<file path="src/rtl/boot_loader_pkg.sv">
// boot_loader_pkg: state encoding and image-size helper shared by the serial boot loader.
package boot_loader_pkg;

    typedef logic [2:0] boot_state_t;

    localparam boot_state_t S_IDLE = 3'd0;
    localparam boot_state_t S_LEN  = 3'd1;
    localparam boot_state_t S_DATA = 3'd2;
    localparam boot_state_t S_CSUM = 3'd3;
    localparam boot_state_t S_DONE = 3'd4;
    localparam boot_state_t S_ERR  = 3'd5;

    // Largest image that fits the write port: 2^addr_width words.
    function automatic logic [63:0] max_image_words(input int unsigned addr_width);
        return 64'd1 << addr_width;
    endfunction

endpackage

</file>
<file path="src/rtl/sync_edge_detect.sv">
// sync_edge_detect: multi-flop synchroniser for an async input plus a one-cycle rising-edge pulse.
module sync_edge_detect #(
    parameter int STAGES = 2
) (
    input  logic clock,
    input  logic reset,
    input  logic din,
    output logic rise
);
    logic [STAGES-1:0] sync_q, sync_d;
    logic              prev_q, prev_d;

    always_comb begin
        sync_d = (sync_q << 1) | STAGES'(din);
        prev_d = sync_q[STAGES-1];
    end

    assign rise = sync_q[STAGES-1] & ~prev_q;

    always_ff @(posedge clock) begin
        if (reset) begin
            sync_q <= '0;
            prev_q <= 1'b0;
        end else begin
            sync_q <= sync_d;
            prev_q <= prev_d;
        end
    end

endmodule

</file>
<file path="src/rtl/serial_boot_loader.sv">
// serial_boot_loader: receives a length-framed image over boot_clk/boot_data and writes it to imem.
// Define BOOT_CHECKSUM_EN to require a trailing checksum word (sum of length and all data words).
module serial_boot_loader
    import boot_loader_pkg::*;
#(
    parameter int DATA_WIDTH     = 32,
    parameter int ADDR_WIDTH     = 12,
    parameter int SYNC_STAGES    = 2,
    parameter int TIMEOUT_CYCLES = 1000000
) (
    input  logic                  clock,
    input  logic                  reset,
    input  logic                  load_req,
    input  logic                  boot_clk,
    input  logic                  boot_data,
    output logic                  boot_ready,
    output logic                  cpu_hold,
    output logic                  wr_en,
    output logic [ADDR_WIDTH-1:0] wr_addr,
    output logic [DATA_WIDTH-1:0] wr_data,
    output logic                  done,
    output logic                  error,
    output logic [ADDR_WIDTH:0]   words_loaded,
    output logic [2:0]            dbg_state
);
    localparam int BW = $clog2(DATA_WIDTH);
    localparam int TW = (TIMEOUT_CYCLES > 1) ? $clog2(TIMEOUT_CYCLES) : 1;
    localparam int TLIMIT = (TIMEOUT_CYCLES > 0) ? TIMEOUT_CYCLES - 1 : 0;
    localparam logic [63:0] MAX_WORDS = max_image_words(ADDR_WIDTH);
    localparam logic [BW-1:0] LAST_BIT = BW'(DATA_WIDTH - 1);
`ifdef BOOT_CHECKSUM_EN
    localparam boot_state_t S_AFTER_DATA = S_CSUM;
`else
    localparam boot_state_t S_AFTER_DATA = S_DONE;
`endif

    boot_state_t           state_q, state_d;
    logic [DATA_WIDTH-2:0] shift_q, shift_d;
    logic [BW-1:0]         bit_cnt_q, bit_cnt_d;
    logic [ADDR_WIDTH:0]   len_q, len_d;
    logic [ADDR_WIDTH:0]   words_q, words_d;
    logic                  wr_en_q, wr_en_d;
    logic [ADDR_WIDTH-1:0] wr_addr_q, wr_addr_d;
    logic [DATA_WIDTH-1:0] wr_data_q, wr_data_d;
    logic [TW-1:0]         tmo_q, tmo_d;
    logic                  load_prev_q, load_prev_d;
    logic [SYNC_STAGES-1:0] data_sync_q, data_sync_d;
`ifdef BOOT_CHECKSUM_EN
    logic [DATA_WIDTH-1:0] sum_q, sum_d;
`endif

    logic                  clk_rise;
    logic                  receiving;
    logic                  word_done;
    logic [DATA_WIDTH-1:0] word_next;

    sync_edge_detect #(.STAGES(SYNC_STAGES)) u_clk_sync (
        .clock (clock),
        .reset (reset),
        .din   (boot_clk),
        .rise  (clk_rise)
    );

    // boot_data takes the same delay as boot_clk, so the synced bit lines up with clk_rise.
    assign receiving = (state_q == S_LEN) || (state_q == S_DATA) || (state_q == S_CSUM);
    assign word_next = {shift_q, data_sync_q[SYNC_STAGES-1]};
    assign word_done = receiving && clk_rise && (bit_cnt_q == LAST_BIT);

    always_comb begin
        state_d     = state_q;
        shift_d     = shift_q;
        bit_cnt_d   = bit_cnt_q;
        len_d       = len_q;
        words_d     = words_q;
        wr_en_d     = 1'b0;
        wr_addr_d   = wr_addr_q;
        wr_data_d   = wr_data_q;
        tmo_d       = tmo_q;
        load_prev_d = load_req;
        data_sync_d = (data_sync_q << 1) | SYNC_STAGES'(boot_data);
`ifdef BOOT_CHECKSUM_EN
        sum_d       = sum_q;
`endif

        if (receiving) begin
            if (clk_rise) begin
                tmo_d     = '0;
                shift_d   = word_next[DATA_WIDTH-2:0];
                bit_cnt_d = word_done ? '0 : bit_cnt_q + 1'b1;
            end else if (TIMEOUT_CYCLES != 0) begin
                if (tmo_q == TW'(TLIMIT)) state_d = S_ERR;
                else                      tmo_d   = tmo_q + 1'b1;
            end
        end

        if (word_done) begin
            case (state_q)
                S_LEN: begin
                    len_d = (ADDR_WIDTH + 1)'(word_next);
`ifdef BOOT_CHECKSUM_EN
                    sum_d = word_next;
`endif
                    if (64'(word_next) > MAX_WORDS) state_d = S_ERR;
                    else if (word_next == '0)       state_d = S_AFTER_DATA;
                    else                            state_d = S_DATA;
                end
                S_DATA: begin
                    wr_en_d   = 1'b1;
                    wr_addr_d = words_q[ADDR_WIDTH-1:0];
                    wr_data_d = word_next;
                    words_d   = words_q + 1'b1;
`ifdef BOOT_CHECKSUM_EN
                    sum_d     = sum_q + word_next;
`endif
                    if (words_q + 1'b1 == len_q) state_d = S_AFTER_DATA;
                end
`ifdef BOOT_CHECKSUM_EN
                S_CSUM: state_d = (word_next == sum_q) ? S_DONE : S_ERR;
`endif
                default: ;
            endcase
        end

        // A new load is only accepted from IDLE, DONE or ERR.
        if (!receiving && load_req && !load_prev_q) begin
            state_d   = S_LEN;
            shift_d   = '0;
            bit_cnt_d = '0;
            len_d     = '0;
            words_d   = '0;
            tmo_d     = '0;
`ifdef BOOT_CHECKSUM_EN
            sum_d     = '0;
`endif
        end
    end

    always_ff @(posedge clock) begin
        if (reset) begin
            state_q     <= S_IDLE;
            shift_q     <= '0;
            bit_cnt_q   <= '0;
            len_q       <= '0;
            words_q     <= '0;
            wr_en_q     <= 1'b0;
            wr_addr_q   <= '0;
            wr_data_q   <= '0;
            tmo_q       <= '0;
            load_prev_q <= 1'b0;
            data_sync_q <= '0;
`ifdef BOOT_CHECKSUM_EN
            sum_q       <= '0;
`endif
        end else begin
            state_q     <= state_d;
            shift_q     <= shift_d;
            bit_cnt_q   <= bit_cnt_d;
            len_q       <= len_d;
            words_q     <= words_d;
            wr_en_q     <= wr_en_d;
            wr_addr_q   <= wr_addr_d;
            wr_data_q   <= wr_data_d;
            tmo_q       <= tmo_d;
            load_prev_q <= load_prev_d;
            data_sync_q <= data_sync_d;
`ifdef BOOT_CHECKSUM_EN
            sum_q       <= sum_d;
`endif
        end
    end

    // boot_ready is a level, not a handshake: the host may clock bits whenever it is high.
    assign boot_ready   = receiving;
    assign cpu_hold     = receiving || (state_q == S_ERR);
    assign done         = (state_q == S_DONE);
    assign error        = (state_q == S_ERR);
    assign wr_en        = wr_en_q;
    assign wr_addr      = wr_addr_q;
    assign wr_data      = wr_data_q;
    assign words_loaded = words_q;
    assign dbg_state    = state_q;

endmodule

</file>
<file path="config.mk">
export PLATFORM = sky130hd
export DESIGN_NAME = serial_boot_loader
export DESIGN_NICKNAME = d
export VERILOG_FILES = /design/src/rtl/boot_loader_pkg.sv /design/src/rtl/sync_edge_detect.sv /design/src/rtl/serial_boot_loader.sv
export SDC_FILE = /design/constraint.sdc
export NUM_CORES = 1
export LEC_CHECK = 0
export BUFFER_PORTS_ARGS = -buffer_cell sky130_fd_sc_hd__clkbuf_2
export CAP_MARGIN = 10
export CORE_UTILIZATION = 52
export DETAILED_ROUTE_END_ITERATION = 8
export MAX_ROUTING_LAYER = met4
export PLACE_DENSITY = 0.75
export SLEW_MARGIN = 10
export SYNTH_ARGS = -nofsm -noshare
export SYNTH_HDL_FRONTEND = slang
export SYNTH_SLANG_ARGS = --single-unit
</file>
<file path="constraint.sdc">
create_clock -name clock -period 2.22 [get_ports clock]
set_input_delay 0.222 -clock clock [delete_from_list [all_inputs] [get_ports clock]]
set_output_delay 0.222 -clock clock [all_outputs]
set_load 0.02 [all_outputs]
</file>
==> reports/results.ini <==
[worst_setup_path]
critPathMaxFanout=9
end_kind=register
reg2reg_to=tmo_q[11]
crit_type=reg2reg
cp-start-kind=register
cp_slowest_cell=or4_4
worstPathArrival_ps=2600
rr_worst_depth=7
rr_startpoint=tmo_q[1]
cp.required_ps=2690
slowest_delay_ps=490
reg2reg_slack_ps=80
crit_chain=ha_2 -> and3_4 -> nand3_2 -> and3b_1 -> or4_4 -> or4_1 -> nand2_1

[global_route]
overflow=0
use_met2_pct=43.7
antenna_found_initial=0
grt_busiest_layer=met2
grt_pass1_vias=4846
grt_pass1_wl_um=23000
grt_usage_pct=26.3
grtUsageMet3_pct=4.05
grt_util_met1_pct=32.4
grt_max_degree=68

[die]
die_area_mm2=0.0113
core_mm2=0.0105
pin_count=70
rows=37
die_w_um=106
start_util_pct=54.2
fp.dieH_um=106

[worst_hold_path]
hold_depth=3
min_to=u_clk_sync.sync_q[1]
hp-class=in2reg
holdCritStartpoint=reset

[timing]
fmax_mhz=468
setup_viol=0
worst_slew_pin_slew_ps=562
fin_skew_ps=6.67
setup_tns_ps=0
hold_viol=0
period_minus_slack_ps=2140
max_slew_margin_pct=62.5
finalCritPeriodShare_pct=96.2
fin_hold_ws_ps=286
report.final.slew_viol_count=0

[power]
p_switching_uw=1140
p_comb_share_pct=2.6
vdd_drop_max_uv=516
p_leak_uw=0.00274
p_per_area_mw_per_mm2=729
power_uw=5130
p_clk_share_pct=49.5
intPower_uw=3990
p_seq_share_pct=47.9
netSwitchingFraction_pct=22.2

[synth]
syn_nets=708
synth_top_cell_by_area=dfxtp_1
syn_area_mm2=0.00567
seq_area_frac_synth_pct=48.0
synth_edf_count=0
syn_inst=699
synth.top_cell.area_share_pct=48.0
yosys_warnings=0
synthArstFlopShare_pct=0
synth-main-ff-cell=dfxtp_1
netlist_top_cells_area=dfxtp_1, nand2_1, a21oi_1
synth.distinct_cells=51
avgSynthCellArea_um2=8.12
synth_seq_cells=136

[clock_network]
tritoncts=built
htree_levels=4
clock_latency_ps=520
clkTransAtPathRegs_ps=60
cts_buffer_depth=2
cts_inserted_buffers=17
root_buffer=clkbuf_8
clock-sinks=136

[route]
viasPerCell=5.57
drc=0
wl_um=13800
via_count=5223
drtPass1Iterations=5
wl_per_cell_um=14.8
ant_nets=0
dr.first_iter.drc_count=377

[final_layout]
areaGrowthSynthToFinish_pct=24.1
drive_above_1_share_pct=21.6
nets=799
nFillCells=853
antennaDiodeCount=0
fin_util_pct=67.3

[placement]
gp_congestion=0.871
dp_hpwl_um=9270
io_buffers=69

[run_status]
status=complete, no violations

[job]
cap_violations=0

==> cells in the final DEF (no fill, tap or decap), types with 3 or more instances in the layout <==
cell type      instances
nor2_1                48
nor2b_1                8
clkbuf_2              69
xnor2_1               22
and3_1                 5
nor3_1                 8
clkinvlp_4             3
nand2b_1               4
o211ai_1               7
nand3_1               16
xor2_1                19
nor4b_1                3
clkinv_2               3
dfxtp_1              133
a31oi_1                3
clkinv_4               3
inv_1                  5
nor3b_1                3
nand3b_1               6
dfxtp_2                3
or4_1                  5
nor4_2                 3
ha_2                   4
dlygate4sd3_1          3
buf_4                 42
nand2_1              178
nand4_1                5
nor4_1                10
a21oi_1               87
o21ai_0               12
mux2i_1               13
clkbuf_16             16
or3_1                  5
==> flip-flops by register name, summed over array words and instances, names as in the netlist <==
register           cells
u_clk_sync.sync_q      2
words_loaded          13
wr_data               32
data_sync_q            2
len_q                 13
load_prev_q            1
wr_en                  1
u_clk_sync.prev_q      1
shift_q               31
wr_addr               12
dbg_state              3
tmo_q                 20
bit_cnt_q              5
==> cell type report <==
class	instances	area [um2]	area share (%)
Multi-Input combinational cell	512	2840	40.3
Sequential cell	136	2730	38.7
Timing Repair Buffer	118	753	10.7
Clock buffer	19	432	6.13
Tap cell	136	170	2.42
Clock inverter	11	103	1.46
Inverter	5	18.8	0.267
==> routing by layer <==
metal	vias up	part of all wire [%]
met5	-	0
li1	2566	-
met3	19	4.7
met1	2476	44
met4	0	1.5
met2	162	50
==> stage by stage <==
step | instances | setup WS, ps | area [um2]
floorplan | 699 | -33.8 | 5690
global route | 937 | -25.1 | 7040
CTS | 934 | 23.7 | 6960
detailed placement | 901 | -47.9 | 6380
finish | 937 | 83.3 | 7040
global placement | 901 | -30.6 | 6380
==> critical path: cells and delay by family (launching register included) <==
family	cells	cell delay, ps
adder cells (fa/ha/maj)	1	190
flip-flops	1	330
AND/OR/NAND/NOR	6	1570
==> how the worst max path moves through the flow <==
stage / startpoint / to / slack (ps) / depth (start not counted)
after global routing: bit_cnt_q[1] / words_loaded[3] / -30 / 8
after CTS: words_loaded[0] / dbg_state[2] / 20 / 8
after floorplan: tmo_q[1] / tmo_q[11] / -30 / 9
after global placement: words_loaded[6] / dbg_state[1] / -30 / 7
after detailed placement: words_loaded[0] / dbg_state[1] / -50 / 8
final: tmo_q[1] / tmo_q[11] / 80 / 7
==> synth_stat cells (all sizes together) (5+ instances only) <==
library cell and number:
nand2 178, dfxtp 136, a21oi 87, nor2 50, clkbuf 39, xnor2 22, xor2 19, nand3 18
mux2i 13, nor4 13, o21ai 12, nor3 11, nor2b 8, and3 7, buf 7, o211ai 7
nand3b 6, or3 6, or4 6, inv 5, nand2b 5, nand4 5
==> logic make-up (layout without fill, tap and decap cells) <==
family | count (synthesis) | after routing | share of synthesized area [%]
AND/OR/NAND/NOR | 330 | 330 | 26.7
adder cells (fa/ha/maj) | 4 | 4 | 0.882
buffers and inverters | 51 | 153 | 3.64
flip-flops | 136 | 136 | 48.0
XOR/XNOR | 41 | 41 | 6.33
AO/OA/AOI/OAI | 124 | 124 | 12.2
multiplexers | 13 | 13 | 2.29
==> power by group through the flow <==
stage	clock network [uW]	registers (uW)	logic, uW
2_1_floorplan	0	2510	81.5
3_3_place_gp	0	2510	125
3_5_place_dp	0	2510	127
4_1_cts	2560	2460	132
5_1_grt	2680	2460	147
6_report	2540	2460	135
==> timing repair <==
| action | in CTS | in global routing |
|---|---|---|
| hold buffers | 3 | 0 |
| resized for setup | 3 | 16 |
| setup buffers | 0 | 3 |
| pin swaps | 0 | 6 |
| endpoints found under the hold margin | 3 | 0 |
| setup endpoints to repair | 3 | 38 |
(Power assumes the default switching activity.)
